$ cat config.mk
export PLATFORM = sky130hd
export DESIGN_NAME = toy_bus_ddec_node_reg
export DESIGN_NICKNAME = d
export VERILOG_FILES = /design/src/rtl/toy_bus_pkg.sv /design/src/rtl/toy_bus_fwd_slice.sv /design/src/rtl/toy_bus_ddec_node_reg.sv
export SDC_FILE = /design/constraint.sdc
export NUM_CORES = 1
export LEC_CHECK = 0
export BUFFER_PORTS_ARGS = -buffer_cell sky130_fd_sc_hd__buf_2
export CORE_AREA = 2 2 239 241
export CTS_CLUSTER_SIZE = 20
export DETAILED_ROUTE_END_ITERATION = 7
export DIE_AREA = 0 0 241 243
export HOLD_SLACK_MARGIN = 0.12
export PLACE_DENSITY = 0.49
export REMOVE_ABC_BUFFERS = 1
export SYNTH_ARGS = -nofsm -noshare
export SYNTH_HDL_FRONTEND = slang
export SYNTH_SLANG_ARGS = --single-unit
export TNS_END_PERCENT = 20
$ cat constraint.sdc
create_clock -name clk -period 15.2 [get_ports clk]
set_input_delay 2.28 -clock clk [delete_from_list [all_inputs] [get_ports clk]]
set_output_delay 2.28 -clock clk [all_outputs]
set_load 0.01 [all_outputs]
$ cat src/rtl/toy_bus_pkg.sv
// Shared toy-bus definitions: default field widths, the beat payload layout
// and the route-table lookup used by decoder nodes.
package toy_bus_pkg;

    localparam int DEF_DATA_W = 256;
    localparam int DEF_SB_W   = 32;
    localparam int DEF_ID_W   = 4;
    localparam int MAX_OUT    = 16;
    localparam int MAX_ID_W   = 16;

    typedef struct packed {
        logic                  opcode;
        logic [DEF_DATA_W-1:0] data;
        logic [DEF_SB_W-1:0]   sideband;
        logic [DEF_ID_W-1:0]   src_id;
        logic [DEF_ID_W-1:0]   tgt_id;
    } toy_bus_pay_t;

    // Table entries are zero-extended to MAX_ID_W; scanning downward lets
    // the lowest matching index overwrite any higher duplicate.
    function automatic logic [MAX_OUT-1:0] route_sel(
        input logic [MAX_OUT*MAX_ID_W-1:0] tbl,
        input logic [MAX_ID_W-1:0]         tgt,
        input int                          n_out
    );
        logic [MAX_OUT-1:0] sel;
        sel = '0;
        for (int i = MAX_OUT - 1; i >= 0; i--) begin
            if (i < n_out && tbl[i*MAX_ID_W +: MAX_ID_W] == tgt)
                sel = MAX_OUT'(1) << i;
        end
        return sel;
    endfunction

endpackage

$ cat src/rtl/toy_bus_fwd_slice.sv
// One-entry full-throughput register slice carrying a payload plus a one-hot
// channel select; accepts a new beat in the same cycle the held one drains.
module toy_bus_fwd_slice #(
    parameter int PAY_W = 8,
    parameter int SEL_W = 2
) (
    input  logic             clk,
    input  logic             rst,
    input  logic             in_vld,
    output logic             in_rdy,
    input  logic [PAY_W-1:0] in_pay,
    input  logic [SEL_W-1:0] in_sel,
    output logic [SEL_W-1:0] out_vld,
    input  logic [SEL_W-1:0] out_rdy,
    output logic [PAY_W-1:0] out_pay
);

    logic             vld_q, vld_d;
    logic [PAY_W-1:0] pay_q, pay_d;
    logic [SEL_W-1:0] sel_q, sel_d;
    logic             drain, load;

    // Only the ready of the channel holding the beat matters.
    assign drain   = vld_q & |(out_rdy & sel_q);
    assign in_rdy  = ~vld_q | drain;
    assign load    = in_vld & in_rdy;
    assign out_vld = {SEL_W{vld_q}} & sel_q;
    assign out_pay = pay_q;

    always_comb begin
        vld_d = vld_q;
        pay_d = pay_q;
        sel_d = sel_q;
        if (load) begin
            vld_d = 1'b1;
            pay_d = in_pay;
            sel_d = in_sel;
        end else if (drain) begin
            vld_d = 1'b0;
        end
    end

    always_ff @(posedge clk or posedge rst) begin
        if (rst) begin
            vld_q <= 1'b0;
            pay_q <= '0;
            sel_q <= '0;
        end else begin
            vld_q <= vld_d;
            pay_q <= pay_d;
            sel_q <= sel_d;
        end
    end

endmodule

$ cat src/rtl/toy_bus_ddec_node_reg.sv
// 1-to-N_OUT target-id decoder node: routes each beat to one channel by the
// RTE_IDS table, optionally through a register slice; unmapped beats are dropped.
module toy_bus_ddec_node_reg
    import toy_bus_pkg::*;
#(
    parameter int                    N_OUT     = 2,
    parameter int                    DATA_W    = DEF_DATA_W,
    parameter int                    SB_W      = DEF_SB_W,
    parameter int                    ID_W      = DEF_ID_W,
    parameter logic [N_OUT*ID_W-1:0] RTE_IDS   = {4'd1, 4'd0},
    parameter int                    FORWARD   = 1,
    parameter int                    ERR_CNT_W = 8
) (
    input  logic                 clk,
    input  logic                 rst,
    input  logic                 in0_vld,
    output logic                 in0_rdy,
    input  logic                 in0_opcode,
    input  logic [DATA_W-1:0]    in0_data,
    input  logic [SB_W-1:0]      in0_sideband,
    input  logic [ID_W-1:0]      in0_src_id,
    input  logic [ID_W-1:0]      in0_tgt_id,
    output logic [N_OUT-1:0]     out_vld,
    input  logic [N_OUT-1:0]     out_rdy,
    output logic                 out_opcode,
    output logic [DATA_W-1:0]    out_data,
    output logic [SB_W-1:0]      out_sideband,
    output logic [ID_W-1:0]      out_src_id,
    output logic [ID_W-1:0]      out_tgt_id,
    output logic                 err_unmapped,
    output logic [ERR_CNT_W-1:0] err_cnt,
    input  logic                 err_clr
);

    localparam int PAY_W = 1 + DATA_W + SB_W + 2 * ID_W;

    logic [MAX_OUT*MAX_ID_W-1:0] rte_ext;
    logic [MAX_OUT-1:0]          sel_w;
    logic [N_OUT-1:0]            sel;
    logic                        mapped;
    logic [PAY_W-1:0]            in_pay, out_pay;

    always_comb begin
        rte_ext = '0;
        for (int i = 0; i < N_OUT; i++)
            rte_ext[i*MAX_ID_W +: MAX_ID_W] = MAX_ID_W'(RTE_IDS[i*ID_W +: ID_W]);
    end

    // route_sel never sets bits at or above N_OUT, so |sel_w equals |sel.
    assign sel_w  = route_sel(rte_ext, MAX_ID_W'(in0_tgt_id), N_OUT);
    assign sel    = sel_w[N_OUT-1:0];
    assign mapped = |sel_w;
    assign in_pay = {in0_opcode, in0_data, in0_sideband, in0_src_id, in0_tgt_id};

    generate
        if (FORWARD != 0) begin : g_fwd
            toy_bus_fwd_slice #(
                .PAY_W (PAY_W),
                .SEL_W (N_OUT)
            ) u_slice (
                .clk     (clk),
                .rst     (rst),
                .in_vld  (in0_vld & mapped),
                .in_rdy  (in0_rdy),
                .in_pay  (in_pay),
                .in_sel  (sel),
                .out_vld (out_vld),
                .out_rdy (out_rdy),
                .out_pay (out_pay)
            );
        end else begin : g_comb
            assign out_vld = {N_OUT{in0_vld}} & sel;
            assign in0_rdy = |(out_rdy & sel) | ~mapped;
            assign out_pay = in_pay;
        end
    endgenerate

    assign {out_opcode, out_data, out_sideband, out_src_id, out_tgt_id} = out_pay;

    logic                 drop;
    logic                 err_unmapped_q, err_unmapped_d;
    logic [ERR_CNT_W-1:0] err_cnt_q, err_cnt_d;

    assign drop = in0_vld & in0_rdy & ~mapped;

    // Clear wins over a drop landing in the same cycle.
    always_comb begin
        err_unmapped_d = err_unmapped_q;
        err_cnt_d      = err_cnt_q;
        if (err_clr) begin
            err_unmapped_d = 1'b0;
            err_cnt_d      = '0;
        end else if (drop) begin
            err_unmapped_d = 1'b1;
            if (err_cnt_q != '1)
                err_cnt_d = err_cnt_q + 1'b1;
        end
    end

    always_ff @(posedge clk or posedge rst) begin
        if (rst) begin
            err_unmapped_q <= 1'b0;
            err_cnt_q      <= '0;
        end else begin
            err_unmapped_q <= err_unmapped_d;
            err_cnt_q      <= err_cnt_d;
        end
    end

    assign err_unmapped = err_unmapped_q;
    assign err_cnt      = err_cnt_q;

endmodule
## After elaboration in Yosys (flattened, before gate mapping)

Cells that the tools add are included.

- Register bits: 309
- Input port bits: 303
- Output and inout bits: 309

- Multiplexer cells: 9
- Add/sub/neg operators: 1
- Bitwise operators: 10
- Equality and inequality tests: 2
- Reduce and logical (&&, ||, !) cells: 7

Operator list:

| cell | count |
|---|---|
| 2-to-1 mux 8 bit | 3 |
| zero test 16 bit | 1 |
| 2-to-1 mux 16 bit | 1 |
| OR reduction 16 bit | 1 |
| adder 8 x 1 -> 8 bit, second input constant | 1 |
| != test 8 bit, second input constant | 1 |
| nonzero test 2 bit | 3 |
| bitwise AND 1 bit | 5 |
| bitwise AND 2 bit | 2 |
| equality test 1 x 4 -> 1 bit, first input constant | 1 |
| 2-to-1 mux 1 bit | 4 |
| 2-to-1 mux 2 bit | 1 |
| NOT 1 bit | 2 |
| AND reduction 2 bit | 1 |
| OR reduction 2 bit | 1 |
| OR 1 bit | 1 |

## Longest topological paths before layout

- Depth after elaboration: 8
- Gate-level depth with buffers: 7

## Cells and area by module

From an unflattened synthesis, not the netlist that was laid out.

- Cell total of the unflattened synthesis: 695
- Area total of the unflattened synthesis: 11775.0 um^2

By module, submodules not included:

| module | area each (um^2) | sequential area each (um^2) | times used | cells an instance |
|---|---|---|---|---|
| toy_bus_fwd_slice | 11293.3 | 7507.2 | 1 | 643 |
| toy_bus_ddec_node_reg | 481.7 | 225.2 | 1 | 52 |

## Least setup slack after synthesis

No wires, ideal clock.

- Kind: input port to output port
- Start: input out_rdy[0]
- End: output in0_rdy
- Arrival: 2579 ps
- Data required time: 12920 ps
- Path buffers: 0
- Slack: 10341 ps
- Stages on the path: 2
- Path through: a22oi_2 > nand2_2

- Cells in the longest elaborated chain, start to end: 4

Ends and longest elaborated chain:

| what | line | source |
|---|---|---|
| start: declaration | toy_bus_ddec_node_reg.sv:24 | `input logic [N_OUT-1:0] out_rdy,` |
| bitwise AND 2 bit | toy_bus_fwd_slice.sv:24 | `assign drain = vld_q & \|(out_rdy & sel_q);` |
| OR reduction 2 bit | toy_bus_fwd_slice.sv:24 |  |
| bitwise AND 1 bit | toy_bus_fwd_slice.sv:24 |  |
| OR 1 bit | toy_bus_fwd_slice.sv:25 | `assign in_rdy = ~vld_q \| drain;` |
| end: declaration | toy_bus_ddec_node_reg.sv:17 | `output logic in0_rdy,` |

No other way between the ends.

## Final worst setup path

Ends and elaborated chain as after synthesis.

==> flow_summary.yaml <==
routing:
  vias_per_cell: 3.87
  drt_iter0_drc: 234
  routedWlPerCell_um: 17.0
  dr_total_vias: 8132
  ant_nets: 0
  first_pass_iters: 4
  wl_mm: 35.8
  drc: 0
logic_synthesis:
  synth_mux_area_share_pct: 33.6
  synth-compound-area-share_pct: 0.827
  synth_flop_cell: "dfrtp_1"
  synth.top_cells.by_count: "dfrtp_1, mux2_4, mux2_2"
  syn_avg_cell_area_um2: 18.7
  synth_area_leader_cell: "dfrtp_1"
  netlist_top_cells_area: "dfrtp_1, mux2_4, buf_12, mux2_2, buf_8"
  synth_edf_count: 0
  syn_area_mm2: 0.0130
  yosysWarningCount: 0
  ys_ff_latch: 309
  synth_fa_ha_area_share_pct: 0.0962
  synth_xor_area_share_pct: 0
  synthSimpleGateAreaFrac_pct: 1.34
  post-synth-top-count-cell: "dfrtp_1"
  ys_types: 32
  async_flop_share_pct: 100
  synth_top_area_share_pct: 59.5
  synthCells: 695
  ys_seq_area_share_pct: 59.5
  synth_top_family_by_area: "multiplexers"
global_routing:
  gr-usage-all-layers_pct: 11.8
  grt_pass1_wl_mm: 53.4
  grt_remaining_overflow: 0
  grt_pass1_vias: 8832
  antenna_found_initial: 4
  grt_max_degree: 145
min_path:
  holdCritPathClass: "reg -> reg"
clock_network:
  cts_resized: 0
  cts_made_buffers: 38
  tritoncts: "built"
  cts_hold_buf: 0
  clk_path_buf_depth: 3
  h-tree-depth: 2
  post_cts_buffers: 0
  clkSinkCount: 309
  clk-insertion-delay-late_ns: 0.53
  clk_pin_slew_worst_paths_ns: 0.05
  ctsRootBufferMaster: "clkbuf_16"
critical_path:
  end_kind: "output pin"
  cp.arrival_ns: 2.84
  path_max_fanout: 4
  critical_path_class: "in -> out"
  startpoint_type: "primary input"
  cp.required_ns: 12.92
pwr:
  power_mw: 2.68
  ir_worst_vdd_mv: 0.0786
  leakagePower_nw: 8.94
  powerDensity_mw_per_mm2: 151
status:
  status: "completed"
die:
  dieArea_mm2: 0.0586
  dieHeight_um: 243
  fp.dieW_um: 241
  core_area_mm2: 0.0560
  io_pins: 612
  rows: 87
  start_util_pct: 23.2
timing:
  fin_crit_ns: 5.12
  max-slew-margin-rel_pct: 20.5
  skew_ns: 0.00691
  slew_violations: 0
  hold_slack_ns: 0.485
  final-setup-viol-count: 0
  final.setup.tns_ns: 0
  max_freq_mhz: 195
  hold_violations: 0
  rsz0062_at_grt: "no"
  finalCritPeriodShare_pct: 33.7
  tightest_slew_ns: 1.19
finish:
  final_layout_size_suffix_gt1_share_pct: 72.2
  fin_nets: 1619
  area_growth_pct: 36.4
  fillers: 5752
flow_run:
  max_cap_violations: 0
placement:
  dp_hpwl_mm: 25.8
  gp_congestion: 0.782
  io_buffers: 611
[placed cells by master (no fill, tap or decap), types with 5 or more instances in the layout]
master,synthesis,routed
and2_1,6,6
buf_2,3,611
clkbuf_1,1,15
clkbuf_16,0,41
clkbuf_8,0,8
dfrtp_1,309,309
inv_1,6,5
mux2_2,26,26
mux2_4,270,270
nand2_1,8,8
[power by group]
part / internal (mW) / total [mW] / switching, mW
registers: 1.01 / 1.12 / 0.106
clock network: 0.549 / 0.894 / 0.346
logic: 0.384 / 0.665 / 0.281
[state kept, by name, indices dropped and copies added (netlist names)]
signal / count
g_fwd.u_slice.sel_q: 2
g_fwd.u_slice.vld_q: 1
g_fwd.u_slice.out_pay: 297
err_cnt: 8
err_unmapped: 1
[critical path, cell delays in order]
cell and delay, ns:
buf_2 0.10, a22oi_2 0.21, nand2_2 0.10, buf_2 0.15
[per-layer routing]
metal	vias to the layer above	wire length [µm]	GRT usage, %
met1	4079	14100	13.6
met3	51	2740	3.79
met4	2	750	3.56
met5	-	13	0
met2	313	18200	20.5
li1	3687	-	-
[through the flow]
step	std cells	worst slack (ns)	util (%)	cell area, µm²
after CTS	2098	10.07	31.7	17700
after global routing	2101	10.02	31.7	17700
final	2101	10.08	31.7	17700
after global placement	2031	10.09	29.5	16500
after floorplan	660	4.38	-	12400
after detailed placement	2031	10.07	29.5	16500
[final timing paths]
path                                          start                    endpoint  slack (ns)  depth (start not counted)
max                                      out_rdy[0]                     in0_rdy       10.08                          4
min                        g_fwd.u_slice.out_pay[2]    g_fwd.u_slice.out_pay[2]        0.48                          1
max reg2reg                  g_fwd.u_slice.sel_q[0]   g_fwd.u_slice.out_pay[99]       12.38                          5
min reg2reg                g_fwd.u_slice.out_pay[2]    g_fwd.u_slice.out_pay[2]        0.48                          1
max in group asynchronous                       rst   g_fwd.u_slice.out_pay[32]       11.91                          3
min in group asynchronous                       rst  g_fwd.u_slice.out_pay[158]        1.83                          2
[cell type report]
| cell class | instances | area, µm² | share of cell area (%) |
|---|---|---|---|
| Antenna cell | 3 | 7.51 | 0.0423 |
| Clock buffer | 64 | 1190 | 6.72 |
| Clock inverter | 3 | 46.3 | 0.261 |
| Inverter | 6 | 30.0 | 0.169 |
| Multi-Input combinational cell | 345 | 4660 | 26.3 |
| Sequential cell | 309 | 7730 | 43.6 |
| Tap cell | 756 | 946 | 5.33 |
| Timing Repair Buffer | 615 | 3130 | 17.6 |
[logic make-up (layout without fill, tap and decap cells)]
family / count (synthesis) / count (layout)
AO/OA/AOI/OAI: 14 / 14
adder cells (fa/ha/maj): 1 / 1
buffers and inverters: 41 / 688
flip-flops: 309 / 309
multiplexers: 298 / 298
other: 0 / 3
AND/OR/NAND/NOR: 32 / 32
Power figures use the tool's default switching activity.
